==> src/rtl/ram_2w_write_dispatch.sv <==
// Write-side front end for the 8R/2W LVT RAM: two buffered request streams,
// registered RAM write ports, and same-address serialisation (stream 1 first).
module ram_2w_write_dispatch #(
    parameter int BLOCKSIZE = 12,
    parameter int DATA_W    = 32,
    parameter int FIFO_AW   = 2,
    parameter int CNT_W     = 16
) (
    input  logic                 clk,
    input  logic                 rst,
    input  logic                 in_valid_1,
    output logic                 in_ready_1,
    input  logic [BLOCKSIZE:0]   in_addr_1,
    input  logic [DATA_W-1:0]    in_din_1,
    input  logic                 in_valid_2,
    output logic                 in_ready_2,
    input  logic [BLOCKSIZE:0]   in_addr_2,
    input  logic [DATA_W-1:0]    in_din_2,
    input  logic                 ram_hold,
    output logic                 w_enb_1,
    output logic [BLOCKSIZE:0]   w_addr_1,
    output logic [DATA_W-1:0]    w_din_1,
    output logic                 w_enb_2,
    output logic [BLOCKSIZE:0]   w_addr_2,
    output logic [DATA_W-1:0]    w_din_2,
    output logic                 idle,
    output logic [CNT_W-1:0]     coll_cnt
);

    localparam int AW    = BLOCKSIZE + 1;
    localparam int DEPTH = 1 << FIFO_AW;
    localparam logic [FIFO_AW:0] FULL_CNT = (FIFO_AW + 1)'(DEPTH);

    logic [1:0]             vld_s;
    logic [1:0]             ready_s;
    logic [1:0]             push_s;
    logic [1:0]             head_v_s;
    logic [1:0]             pop_s;
    logic [1:0]             wen_s;
    logic                   coll_s;
    logic [1:0][AW-1:0]     in_addr_s;
    logic [1:0][DATA_W-1:0] in_din_s;
    logic [1:0][AW-1:0]     head_addr_s;
    logic [1:0][DATA_W-1:0] head_din_s;
    logic [1:0][AW-1:0]     waddr_s;
    logic [1:0][DATA_W-1:0] wdin_s;
    logic [CNT_W-1:0]       coll_q;
    logic [CNT_W-1:0]       coll_d;

    assign vld_s     = {in_valid_2, in_valid_1};
    assign in_addr_s = {in_addr_2, in_addr_1};
    assign in_din_s  = {in_din_2, in_din_1};

    // Index 0 is stream 1 / RAM port 1, index 1 is stream 2 / RAM port 2.
    for (genvar k = 0; k < 2; k++) begin : g_stream
        logic [AW-1:0]     fifo_addr_q [DEPTH];
        logic [DATA_W-1:0] fifo_din_q  [DEPTH];
        logic [FIFO_AW-1:0] wptr_q, rptr_q, wptr_d, rptr_d;
        logic [FIFO_AW:0]   cnt_q, cnt_d;
        logic               wen_q;
        logic [AW-1:0]      waddr_q, waddr_d;
        logic [DATA_W-1:0]  wdin_q, wdin_d;

        assign ready_s[k]     = (cnt_q < FULL_CNT);
        assign push_s[k]      = vld_s[k] & ready_s[k];
        assign head_v_s[k]    = (cnt_q != '0);
        assign head_addr_s[k] = fifo_addr_q[rptr_q];
        assign head_din_s[k]  = fifo_din_q[rptr_q];
        assign wen_s[k]       = wen_q;
        assign waddr_s[k]     = waddr_q;
        assign wdin_s[k]      = wdin_q;

        // Pointer, occupancy and output-port next state.
        always_comb begin
            wptr_d  = push_s[k] ? wptr_q + FIFO_AW'(1) : wptr_q;
            rptr_d  = pop_s[k]  ? rptr_q + FIFO_AW'(1) : rptr_q;
            case ({push_s[k], pop_s[k]})
                2'b10:   cnt_d = cnt_q + (FIFO_AW + 1)'(1);
                2'b01:   cnt_d = cnt_q - (FIFO_AW + 1)'(1);
                default: cnt_d = cnt_q;
            endcase
            waddr_d = pop_s[k] ? head_addr_s[k] : waddr_q;
            wdin_d  = pop_s[k] ? head_din_s[k]  : wdin_q;
        end

        // Control state and registered write port.
        always_ff @(posedge clk) begin
            if (rst) begin
                wptr_q  <= '0;
                rptr_q  <= '0;
                cnt_q   <= '0;
                wen_q   <= 1'b0;
                waddr_q <= '0;
                wdin_q  <= '0;
            end else begin
                wptr_q  <= wptr_d;
                rptr_q  <= rptr_d;
                cnt_q   <= cnt_d;
                wen_q   <= pop_s[k];
                waddr_q <= waddr_d;
                wdin_q  <= wdin_d;
            end
        end

        // Payload storage needs no reset; occupancy alone marks entries valid.
        always_ff @(posedge clk) begin
            if (push_s[k]) begin
                fifo_addr_q[wptr_q] <= in_addr_s[k];
                fifo_din_q[wptr_q]  <= in_din_s[k];
            end
        end
    end

    // Issue decision: a same-address pair sends stream 1 now and holds stream 2.
    always_comb begin
        pop_s  = 2'b00;
        coll_s = 1'b0;
        if (ram_hold) begin
            pop_s = 2'b00;
        end else begin
            case (head_v_s)
                2'b01:   pop_s = 2'b01;
                2'b10:   pop_s = 2'b10;
                2'b11: begin
                    if (head_addr_s[0] == head_addr_s[1]) begin
                        pop_s  = 2'b01;
                        coll_s = 1'b1;
                    end else begin
                        pop_s  = 2'b11;
                    end
                end
                default: pop_s = 2'b00;
            endcase
        end
        coll_d = (coll_s && (coll_q != {CNT_W{1'b1}})) ? coll_q + CNT_W'(1) : coll_q;
    end

    // Saturating collision counter.
    always_ff @(posedge clk) begin
        if (rst) begin
            coll_q <= '0;
        end else begin
            coll_q <= coll_d;
        end
    end

    assign in_ready_1 = ready_s[0];
    assign in_ready_2 = ready_s[1];
    assign w_enb_1    = wen_s[0];
    assign w_addr_1   = waddr_s[0];
    assign w_din_1    = wdin_s[0];
    assign w_enb_2    = wen_s[1];
    assign w_addr_2   = waddr_s[1];
    assign w_din_2    = wdin_s[1];
    assign coll_cnt   = coll_q;
    assign idle       = ~(|head_v_s) & ~(|wen_s);

endmodule

==> config.mk <==
export PLATFORM = sky130hd
export DESIGN_NAME = ram_2w_write_dispatch
export DESIGN_NICKNAME = d
export VERILOG_FILES = /design/src/rtl/ram_2w_write_dispatch.sv
export SDC_FILE = /design/constraint.sdc
export NUM_CORES = 1
export LEC_CHECK = 0
export ABC_AREA = 1
export CAP_MARGIN = 30
export CORE_MARGIN = 1.5
export CORE_UTILIZATION = 56
export CTS_CLUSTER_DIAMETER = 200
export DETAILED_ROUTE_END_ITERATION = 6
export GPL_TIMING_DRIVEN = 0
export PLACE_DENSITY = 0.79
export SETUP_SLACK_MARGIN = 0.05
export SLEW_MARGIN = 20
export SYNTH_ARGS = -nofsm -noshare
export SYNTH_HDL_FRONTEND = slang
export SYNTH_SLANG_ARGS = --single-unit
==> constraint.sdc <==
create_clock -name clk -period 4.2 [get_ports clk]
set_input_delay 0.63 -clock clk [delete_from_list [all_inputs] [get_ports clk]]
set_output_delay 0.63 -clock clk [all_outputs]
set_load 0.005 [all_outputs]
==> results of run 1 <==
[logic make-up (layout without fill, tap and decap cells)]
logic type | count (synthesis) | after routing | synth area share, %
other | 0 | 6 | 0
adder cells (fa/ha/maj) | 13 | 13 | 0.922
AO/OA/AOI/OAI | 324 | 324 | 8.86
AND/OR/NAND/NOR | 811 | 811 | 16.8
XOR/XNOR | 2 | 2 | 0.0909
flip-flops | 486 | 486 | 69.2
buffers and inverters | 174 | 483 | 4.07
[power by group]
group,switching (mW),internal (mW),total [mW],leakage (nW)
logic,2.74,1.67,4.41,3.68
registers,0.307,5.92,6.22,4.33
clock network,1.78,2.59,4.37,0.811
[cells in the final DEF (no fill, tap or decap), types with 2 or more instances in the layout]
master / Yosys / layout
a21oi_1: 41 / 41
a31oi_1: 33 / 33
buf_1: 10 / 10
buf_12: 0 / 5
buf_16: 0 / 10
buf_2: 10 / 10
buf_4: 2 / 2
buf_6: 14 / 14
bufinv_16: 0 / 4
clkbuf_1: 60 / 67
clkbuf_16: 0 / 50
clkbuf_8: 0 / 9
clkdlybuf4s50_1: 0 / 204
clkinv_1: 0 / 5
clkinv_2: 0 / 9
clkinvlp_4: 0 / 2
dfxtp_1: 126 / 126
diode_2: 0 / 6
edfxtp_1: 360 / 360
fa_1: 2 / 2
ha_1: 11 / 11
inv_1: 72 / 72
inv_2: 5 / 5
nand2_1: 358 / 358
nand3_1: 69 / 69
nand3_2: 2 / 2
nand4_1: 19 / 19
nor2_1: 349 / 341
nor2_2: 2 / 2
nor2_4: 1 / 9
nor3_1: 6 / 6
o21ai_0: 215 / 215
o21ai_1: 2 / 2
o22ai_1: 32 / 32
[worst min-delay path, stage by stage, from the launching register on]
cell and delay [ps]:
dfxtp_1 310, nand2_1 60, a21oi_1 50
[worst max-delay path by stage]
stage / from / end / slack [ps] / depth (start not counted)
floorplan: in_valid_1 / g_stream[0].fifo_addr_q[0][0]$_DFFE_PP_ / 1060 / 2
global placement: in_valid_2 / g_stream[1].fifo_din_q[3][8]$_DFFE_PP_ / -1040 / 3
detailed placement: ram_hold / g_stream[0].cnt_q[2]$_SDFFE_PP0P_ / 540 / 11
CTS: flop / g_stream[1].cnt_q[2]$_SDFFE_PP0P_ / 840 / 20
global route: flop / g_stream[1].cnt_q[2]$_SDFFE_PP0P_ / 510 / 20
finish: flop / g_stream[1].cnt_q[2]$_SDFFE_PP0P_ / 810 / 20
[registers in the layout, summed over array words and instances, names as in the netlist, 4 cells and up, named ones only]
| signal | flops |
|---|---|
| w_din_1 | 32 |
| g_stream.rptr_q | 4 |
| w_addr_2 | 13 |
| coll_cnt | 16 |
| g_stream.wptr_q | 4 |
| g_stream.fifo_addr_q | 104 |
| w_din_2 | 32 |
| g_stream.cnt_q | 6 |
| w_addr_1 | 13 |
| g_stream.fifo_din_q | 256 |
[layout make-up]
cell class	instances	area, sq um	area share, %
timing repair buffer	219	2420	10.1
sequential	486	13300	55.6
tap	448	561	2.34
inverter	78	298	1.24
antenna	6	15.0	0.0627
multi-input combinational	1150	5210	21.7
clock inverter	24	241	1.01
clock buffer	66	1400	5.85
buffer	96	485	2.03
[layer usage]
metal,vias to the layer above,wire [um],part of all wire [%],GRT usage [%]
li1,6771,-,-,-
met1,6719,18000,37,33.6
met2,738,23800,49,45.8
met3,114,4850,10,6.52
met4,8,1580,3.3,12.5
met5,-,60,0.12,0
==> impl_metrics.py, run 1 <==
metrics = {
    "status": {
        "status": "completed",
    },
    "placed_design": {
        "place_area_sq_um": 22300,
        "io_buffers": 204,
        "pre_cts_slack_ps": 542,
        "gp_congestion": 0.906,
        "dp.cells": 2477,
        "hpwl_um": 32800,
    },
    "yosys": {
        "avgSynthCellArea_sq_um": 10.6,
        "synth_area_sq_um": 19300,
        "ys_seq_area_share_pct": 69.2,
        "synth_nets": 1918,
        "synth_top_area_share_pct": 56.1,
        "ys_warn_count": 0,
        "synth_edf_count": 360,
        "synth_area_leader_cell": "edfxtp_1",
        "yosysMostFrequentCell": "edfxtp_1",
        "synth_ff_type": "edfxtp_1",
        "synth.area.top_cells": "edfxtp_1 56%, dfxtp_1 13%, nand2_1 7.0%, nor2_1 6.8%, o21ai_0 5.6%",
        "ys_types": 33,
        "syn_inst": 1810,
        "ys_seq_elements": 486,
        "synth_commonest_cells": "360 x edfxtp_1, 358 x nand2_1, 349 x nor2_1, 215 x o21ai_0, 126 x dfxtp_1",
        "synth-async-reset-ratio_pct": 0,
    },
    "grt": {
        "grt_pass1_wl_um": 74500,
        "grt_pass1_vias": 13995,
        "antenna_found_initial": 10,
        "grt-ovfl-total": 0,
        "grtUsageTotal_pct": 27.3,
        "grt_max_degree": 25,
    },
    "cells_and_area": {
        "drive_above_1_share_pct": 6.75,
        "fin_area_sq_um": 24000,
        "final_net_count": 2187,
        "final.fill_count": 2305,
        "area_growth_syn_to_layout_pct": 24.4,
        "instances_no_fill": 2573,
        "fin_util_pct": 71.1,
    },
    "route": {
        "first_pass_iters": 6,
        "drt-total-wl_um": 48400,
        "ant_nets": 0,
        "num_vias": 14350,
        "initialDrtViolationCount": 1395,
        "drt-wirelength-per-cell_um": 18.8,
        "avgViaCountPerCell": 5.58,
        "drc": 0,
    },
    "run": {
        "cap_violations": 0,
    },
    "worst_setup_path": {
        "cpPeakStageDelay_ps": 480,
        "crit_arrival_ps": 3840,
        "rr_worst_depth": 20,
        "worstSetupPathType": "reg -> reg",
        "required_ps": 4650,
        "cp-end-kind": "flop",
        "reg2reg_setup_slack_ps": 810,
        "worst-path-buf-inv": 5,
        "r2r_end": "g_stream[1].cnt_q[2]$_SDFFE_PP0P_",
        "cp_slowest_cell": "clkbuf_1",
        "cp_common_cell": "nand2_1",
        "cp-start-kind": "flop",
        "crit_family": "buffers and inverters",
        "cp_max_fo": 10,
        "crit_path_cell_trace": "clkbuf_1 -> nand3_1 -> nand2_1 -> nand2_1 -> nand2_1 -> nor2_1 -> nand2_1 -> nor2_2 -> nand2_2 -> nand2_4 -> inv_2 -> buf_6 -> buf_6 -> ha_1 -> inv_1 -> fa_1 -> a21oi_1 -> o21ai_0 -> o21ai_0 -> a21oi_1",
    },
    "sta": {
        "slew_headroom_pct": 40.0,
        "hold_viol": 0,
        "worst_slew_pin_slew_ps": 900,
        "fmax_ghz": 0.295,
        "worst_hold_slack_ps": 471,
        "finalSetupViolCount": 0,
        "setup_tns_ps": 0,
        "rsz0062_at_grt": "no",
        "worst_slack_ps": 811,
        "finalClockSkew_ps": 10.6,
        "fin_crit_sh_pct": 80.7,
        "slew_viol_final": 0,
        "min_period_ps": 3390,
    },
    "die": {
        "rows": 67,
        "fp.coreArea_sq_um": 33700,
        "die_w_um": 188,
        "start_util_pct": 57.2,
        "die_area_sq_um": 35500,
        "chipHeight_um": 188,
        "io_pins": 206,
    },
    "cts": {
        "clkLatencyLatePin_ps": 580,
        "ctsResizeCount": 0,
        "cts_tree": "yes",
        "root_buffer": "clkbuf_16",
        "cts_setup_buffers": 0,
        "h-tree-depth": 2,
        "cts_sinks": 486,
        "clk_pin_slew_ps": 60,
        "cts_buffers": 48,
        "clock_path_buffers": 3,
        "cts_hold_buf": 0,
    },
    "worst_hold_path": {
        "min_path_type": "reg -> reg",
        "hold_end": "w_addr_2[2]$_SDFFE_PP0P_",
        "hp-start": "w_addr_2[2]$_SDFFE_PP0P_",
        "min_path_cells": 2,
    },
    "power_and_ir_drop": {
        "power_density_nw_per_um2": 626,
        "power_mw": 15.0,
        "ir_drop_v": 0.000415,
        "p_leak_nw": 8.82,
    },
}
(Power assumes the default switching activity.)
==> run 2, diff against run 1 <==
clock period = 3.2 ns   (was 4.2 ns; I/O delays follow)
==> impl_metrics.py, run 2 (synthesis results as in run 1) <==
metrics = {
    "sta": {
        "worst_hold_slack_ps": 327,
        "hold_viol": 0,
        "finalSetupViolCount": 0,
        "setup_tns_ps": 0,
        "min_period_ps": 2990,
        "rsz0062_at_grt": "no",
        "fin_crit_sh_pct": 93.6,
        "slew_headroom_pct": 40.3,
        "fmax_ghz": 0.334,
        "slew_viol_final": 0,
        "finalClockSkew_ps": 8.08,
        "worst_slew_pin_slew_ps": 895,
    },
    "die": {
        "rows": 67,
        "chipHeight_um": 188,
        "io_pins": 206,
        "die_w_um": 188,
        "fp.coreArea_sq_um": 33700,
        "start_util_pct": 57.2,
        "die_area_sq_um": 35500,
    },
    "cts": {
        "cts_buffers": 48,
        "clock_path_buffers": 3,
        "root_buffer": "clkbuf_16",
        "clkLatencyLatePin_ps": 570,
        "cts_tree": "yes",
        "h-tree-depth": 2,
        "clk_pin_slew_ps": 60,
        "cts_sinks": 486,
    },
    "status": {
        "status": "completed",
    },
    "cells_and_area": {
        "layout_common_cells": "360 x edfxtp_1, 341 x nand2_1, 338 x nor2_1",
        "drive_above_1_share_pct": 8.34,
        "reg_top3": "g_stream.fifo_din_q (256), g_stream.fifo_addr_q (104)",
        "final_net_count": 2190,
        "largest-register": "g_stream.fifo_din_q",
        "largest_reg_flops": 256,
        "fin_area_sq_um": 24100,
        "fin_util_pct": 71.5,
        "final_common_cell": "edfxtp_1",
        "area_growth_syn_to_layout_pct": 25.2,
    },
    "route": {
        "route.met2.wl_um": 24000,
        "ant_nets": 0,
        "wl_met1_um": 18000,
        "highest_layer": "met5",
        "wl_met3_um": 4930,
        "drt-total-wl_um": 48600,
        "initialDrtViolationCount": 1379,
        "first_pass_iters": 6,
        "avgViaCountPerCell": 5.60,
        "num_vias": 14431,
        "drc": 0,
        "drt-wirelength-per-cell_um": 18.9,
    },
    "worst_setup_path": {
        "crit_arrival_ps": 3500,
        "cp_common_cell": "nand2_1",
        "cpPeakStageDelay_ps": 430,
        "crit_cells": 22,
        "reg2reg_setup_slack_ps": 210,
        "r2r_end": "g_stream[1].cnt_q[1]$_SDFFE_PP0P_",
        "cp_max_fo": 19,
        "crit_path_cell_trace": "buf_8 -> inv_8 -> buf_8 -> nand2_1 -> nand3_1 -> nand2_2 -> inv_2 -> nand2_1 -> nand2_1 -> nor2_1 -> nand2_1 -> nor2_4 -> nand2_2 -> nand2_4 -> inv_2 -> buf_12 -> ha_1 -> inv_2 -> fa_2 -> nor2_1 -> a21oi_1 -> nor2_1",
        "cp-start-kind": "flop",
        "required_ps": 3710,
        "crit_family": "simple AND/OR/NAND/NOR gates",
        "rr_worst_depth": 22,
        "worstSetupPathType": "reg -> reg",
        "cp_slowest_cell": "fa_2",
        "worst-path-buf-inv": 7,
        "cp-end-kind": "flop",
    },
    "power_and_ir_drop": {
        "power_density_nw_per_um2": 822,
        "p_leak_nw": 8.88,
        "ir_drop_v": 0.000545,
        "power_mw": 19.8,
    },
    "placed_design": {
        "place_area_sq_um": 22300,
        "io_buffers": 204,
        "hpwl_um": 32800,
        "gp_congestion": 0.906,
    },
    "run": {
        "cap_violations": 0,
    },
    "worst_hold_path": {
        "hp-start": "rst",
        "min_path_cells": 2,
        "min_path_type": "in -> reg",
        "hold_end": "w_addr_2[2]$_SDFFE_PP0P_",
    },
    "grt": {
        "grt_max_degree": 25,
        "grt-ovfl-total": 0,
        "grtUsageTotal_pct": 27.3,
        "grt_pass1_wl_um": 74500,
        "antenna_found_initial": 9,
        "grt_pass1_vias": 14018,
    },
}
run 2: cell types whose count changed in the layout (fill, tap and decap cells not counted), sizes merged:
| cell | delta |
|---|---|
| clkbuf | +2 |
| buf | +1 |
run 2: worst max-delay path by stage:
stage / startpoint / end
floorplan: in_valid_1 / g_stream[0].fifo_addr_q[0][0]$_DFFE_PP_
global placement: in_valid_2 / g_stream[1].fifo_din_q[3][8]$_DFFE_PP_
detailed placement: ram_hold / g_stream[0].cnt_q[2]$_SDFFE_PP0P_
CTS: flop / g_stream[1].cnt_q[2]$_SDFFE_PP0P_
global route: flop / g_stream[1].cnt_q[2]$_SDFFE_PP0P_
finish: flop / g_stream[1].cnt_q[1]$_SDFFE_PP0P_
run 2: layout make-up:
| type | instances | area, sq um |
|---|---|---|
| fill | 2278 | 9590 |
| buffer | 95 | 524 |
| clock inverter | 24 | 241 |
| tap | 448 | 561 |
| clock buffer | 66 | 1400 |
| sequential | 486 | 13300 |
| antenna | 6 | 15.0 |
| inverter | 78 | 300 |
| timing repair buffer | 223 | 2460 |
| multi-input combinational | 1150 | 5270 |
run 2: metrics by stage:
step | setup WS, ps | std cells
3_5_place_dp | -308 | 2477
2_1_floorplan | 206 | 1810
4_1_cts | 29.3 | 2567
6_report | 206 | 2576
3_3_place_gp | -1890 | 2462
5_1_grt | 46.8 | 2574
run 2: layer usage:
| metal | up-vias | track usage (%) |
|---|---|---|
| li1 | 6781 | - |
| met2 | 741 | 45.9 |
| met1 | 6786 | 33.4 |
| met3 | 117 | 6.65 |
| met5 | - | 0 |
| met4 | 6 | 12.5 |
run 2: timing repair:
action / CTS / global route
buffers inserted: 0 / 2
resized for setup: 18 / 32
gates cloned: 0 / 2
hold buffers: 0 / 0
endpoints found under the setup margin: 3 / 3
pin swaps: 2 / 2
run 2: power breakdown:
group	internal [mW]	switching [mW]	total, mW
logic	2.29	3.64	5.93
registers	7.77	0.406	8.17
clock network	3.40	2.32	5.72
total	13.5	6.37	19.8
==> run 3, diff against run 2 <==
CTS_CLUSTER_DIAMETER = 120   (was 200)
TNS_END_PERCENT = 50   (was unset)
==> impl_metrics.py, run 3 (synthesis results as in run 1) <==
metrics = {
    "status": {
        "status": "completed",
    },
    "cells_and_area": {
        "layout_common_cells": "360 x edfxtp_1, 341 x nand2_1, 337 x nor2_1",
        "largest_reg_flops": 256,
        "largest-register": "g_stream.fifo_din_q",
        "final_common_cell": "edfxtp_1",
        "final_net_count": 2198,
        "final.fill_count": 2273,
        "area_growth_syn_to_layout_pct": 25.6,
        "drive_above_1_share_pct": 8.78,
        "reg_top3": "g_stream.fifo_din_q (256), g_stream.fifo_addr_q (104)",
    },
    "power_and_ir_drop": {
        "power_mw": 19.9,
        "ir_drop_v": 0.000545,
        "power_density_nw_per_um2": 824,
        "p_leak_nw": 8.93,
    },
    "route": {
        "ant_nets": 0,
        "num_vias": 14447,
        "first_pass_iters": 7,
        "drt-wirelength-per-cell_um": 18.9,
        "initialDrtViolationCount": 1397,
        "drt-total-wl_um": 48800,
        "drc": 0,
        "avgViaCountPerCell": 5.59,
    },
    "die": {
        "start_util_pct": 57.2,
        "die_area_sq_um": 35500,
        "io_pins": 206,
        "chipHeight_um": 188,
        "die_w_um": 188,
        "rows": 67,
        "fp.coreArea_sq_um": 33700,
    },
    "sta": {
        "min_period_ps": 3030,
        "worst_slack_ps": 166,
        "slew_viol_final": 0,
        "fmax_ghz": 0.330,
        "finalSetupViolCount": 0,
        "rsz0062_at_grt": "yes",
        "setup_tns_ps": 0,
        "fin_crit_sh_pct": 94.8,
        "slew_headroom_pct": 42.3,
        "worst_hold_slack_ps": 324,
        "worst_slew_pin_slew_ps": 866,
        "hold_viol": 0,
        "finalClockSkew_ps": 9.38,
    },
    "cts": {
        "clkLatencyLatePin_ps": 570,
        "cts_hold_buf": 0,
        "clk_pin_slew_ps": 60,
        "clock_path_buffers": 3,
        "root_buffer": "clkbuf_16",
        "cts_tree": "yes",
        "cts_sinks": 486,
        "h-tree-depth": 2,
        "cts_buffers": 48,
    },
    "grt": {
        "grt_max_degree": 25,
        "grtUsageMet1_pct": 33.4,
        "grtUsageMet2_pct": 45.9,
        "use_met3_pct": 6.76,
        "grt_pass1_vias": 13988,
        "grt_pass1_wl_um": 74500,
        "grt-ovfl-total": 0,
        "grtUsageTotal_pct": 27.3,
        "busiest_layer": "met2",
        "antenna_found_initial": 10,
    },
    "placed_design": {
        "io_buffers": 204,
        "gp_congestion": 0.906,
        "hpwl_um": 32800,
        "pre_cts_slack_ps": -308,
    },
    "run": {
        "cap_violations": 0,
    },
    "worst_setup_path": {
        "cp_common_cell": "nand2_1",
        "cpPeakStageDelay_ps": 430,
        "cp-start-kind": "flop",
        "cp_slowest_cell": "fa_2",
        "required_ps": 3710,
        "cp-end-kind": "flop",
        "crit_path_cell_trace": "buf_8 -> inv_8 -> buf_8 -> nand2_1 -> nand2_1 -> nand2_1 -> nand2_1 -> nand2_1 -> nand2_1 -> nor2_2 -> nand2_1 -> nor2_4 -> nand2_2 -> nand2_4 -> inv_2 -> buf_8 -> buf_8 -> ha_1 -> inv_2 -> fa_2 -> nor2_1 -> a21oi_1 -> nor2_1",
        "rr_worst_depth": 23,
        "crit_arrival_ps": 3550,
        "worstSetupPathType": "reg -> reg",
        "cp_max_fo": 11,
    },
    "worst_hold_path": {
        "min_path_cells": 2,
        "min_path_type": "in -> reg",
    },
}
[run 3: area by class of cell]
type / instances / area [sq um] / area share (%)
inverter: 78 / 300 / 1.24
clock buffer: 66 / 1400 / 5.79
timing repair buffer: 230 / 2530 / 10.5
tap: 448 / 561 / 2.32
buffer: 96 / 537 / 2.22
clock inverter: 24 / 241 / 0.998
multi-input combinational: 1150 / 5270 / 21.8
sequential: 486 / 13300 / 55.1
antenna: 6 / 15.0 / 0.0621
[run 3: worst paths after layout]
kind,start,endpoint,slack [ps]
worst min-delay path,rst,w_addr_2[2]$_SDFFE_PP0P_,320
worst max register to register,flop,g_stream[1].cnt_q[1]$_SDFFE_PP0P_,170
worst max-delay path,flop,g_stream[1].cnt_q[1]$_SDFFE_PP0P_,170
worst min register to register,w_addr_2[2]$_SDFFE_PP0P_,w_addr_2[2]$_SDFFE_PP0P_,470
[run 3: per-stage QoR]
step,util (%),area [sq um],instances
final,71.8,24200,2584
after global routing,71.8,24200,2582
after CTS,71.1,24000,2567
after detailed placement,66.2,22300,2477
after global placement,64.9,21900,2462
after floorplan,-,19300,1810
[run 3: where the power goes]
part	internal, mW	switching [mW]
clock	3.40	2.33
combinational	2.35	3.68
sequential	7.77	0.407
total	13.5	6.42
[run 3: layer usage]
| layer | up-vias | wire (um) |
|---|---|---|
| met1 | 6794 | 18300 |
| li1 | 6791 | - |
| met4 | 8 | 1780 |
| met2 | 719 | 23900 |
| met3 | 135 | 4760 |
| met5 | - | 60 |
[run 3: critical path, delay by kind of cell, from the launching register on]
kind                     cells  cell delay (ps)
AND/OR/NAND/NOR             13             1240
buffers and inverters        7              710
adder cells (fa/ha/maj)      2              610
flip-flops                   1              350
AO/OA/AOI/OAI                1               50
[run 3: repair_timing]
item | in CTS | in global routing
pin swaps | 0 | 4
setup endpoints to repair | 3 | 3
cloned | 0 | 3
resized for setup | 13 | 39
endpoints found under the hold margin | 0 | 0
setup buffers | 0 | 8
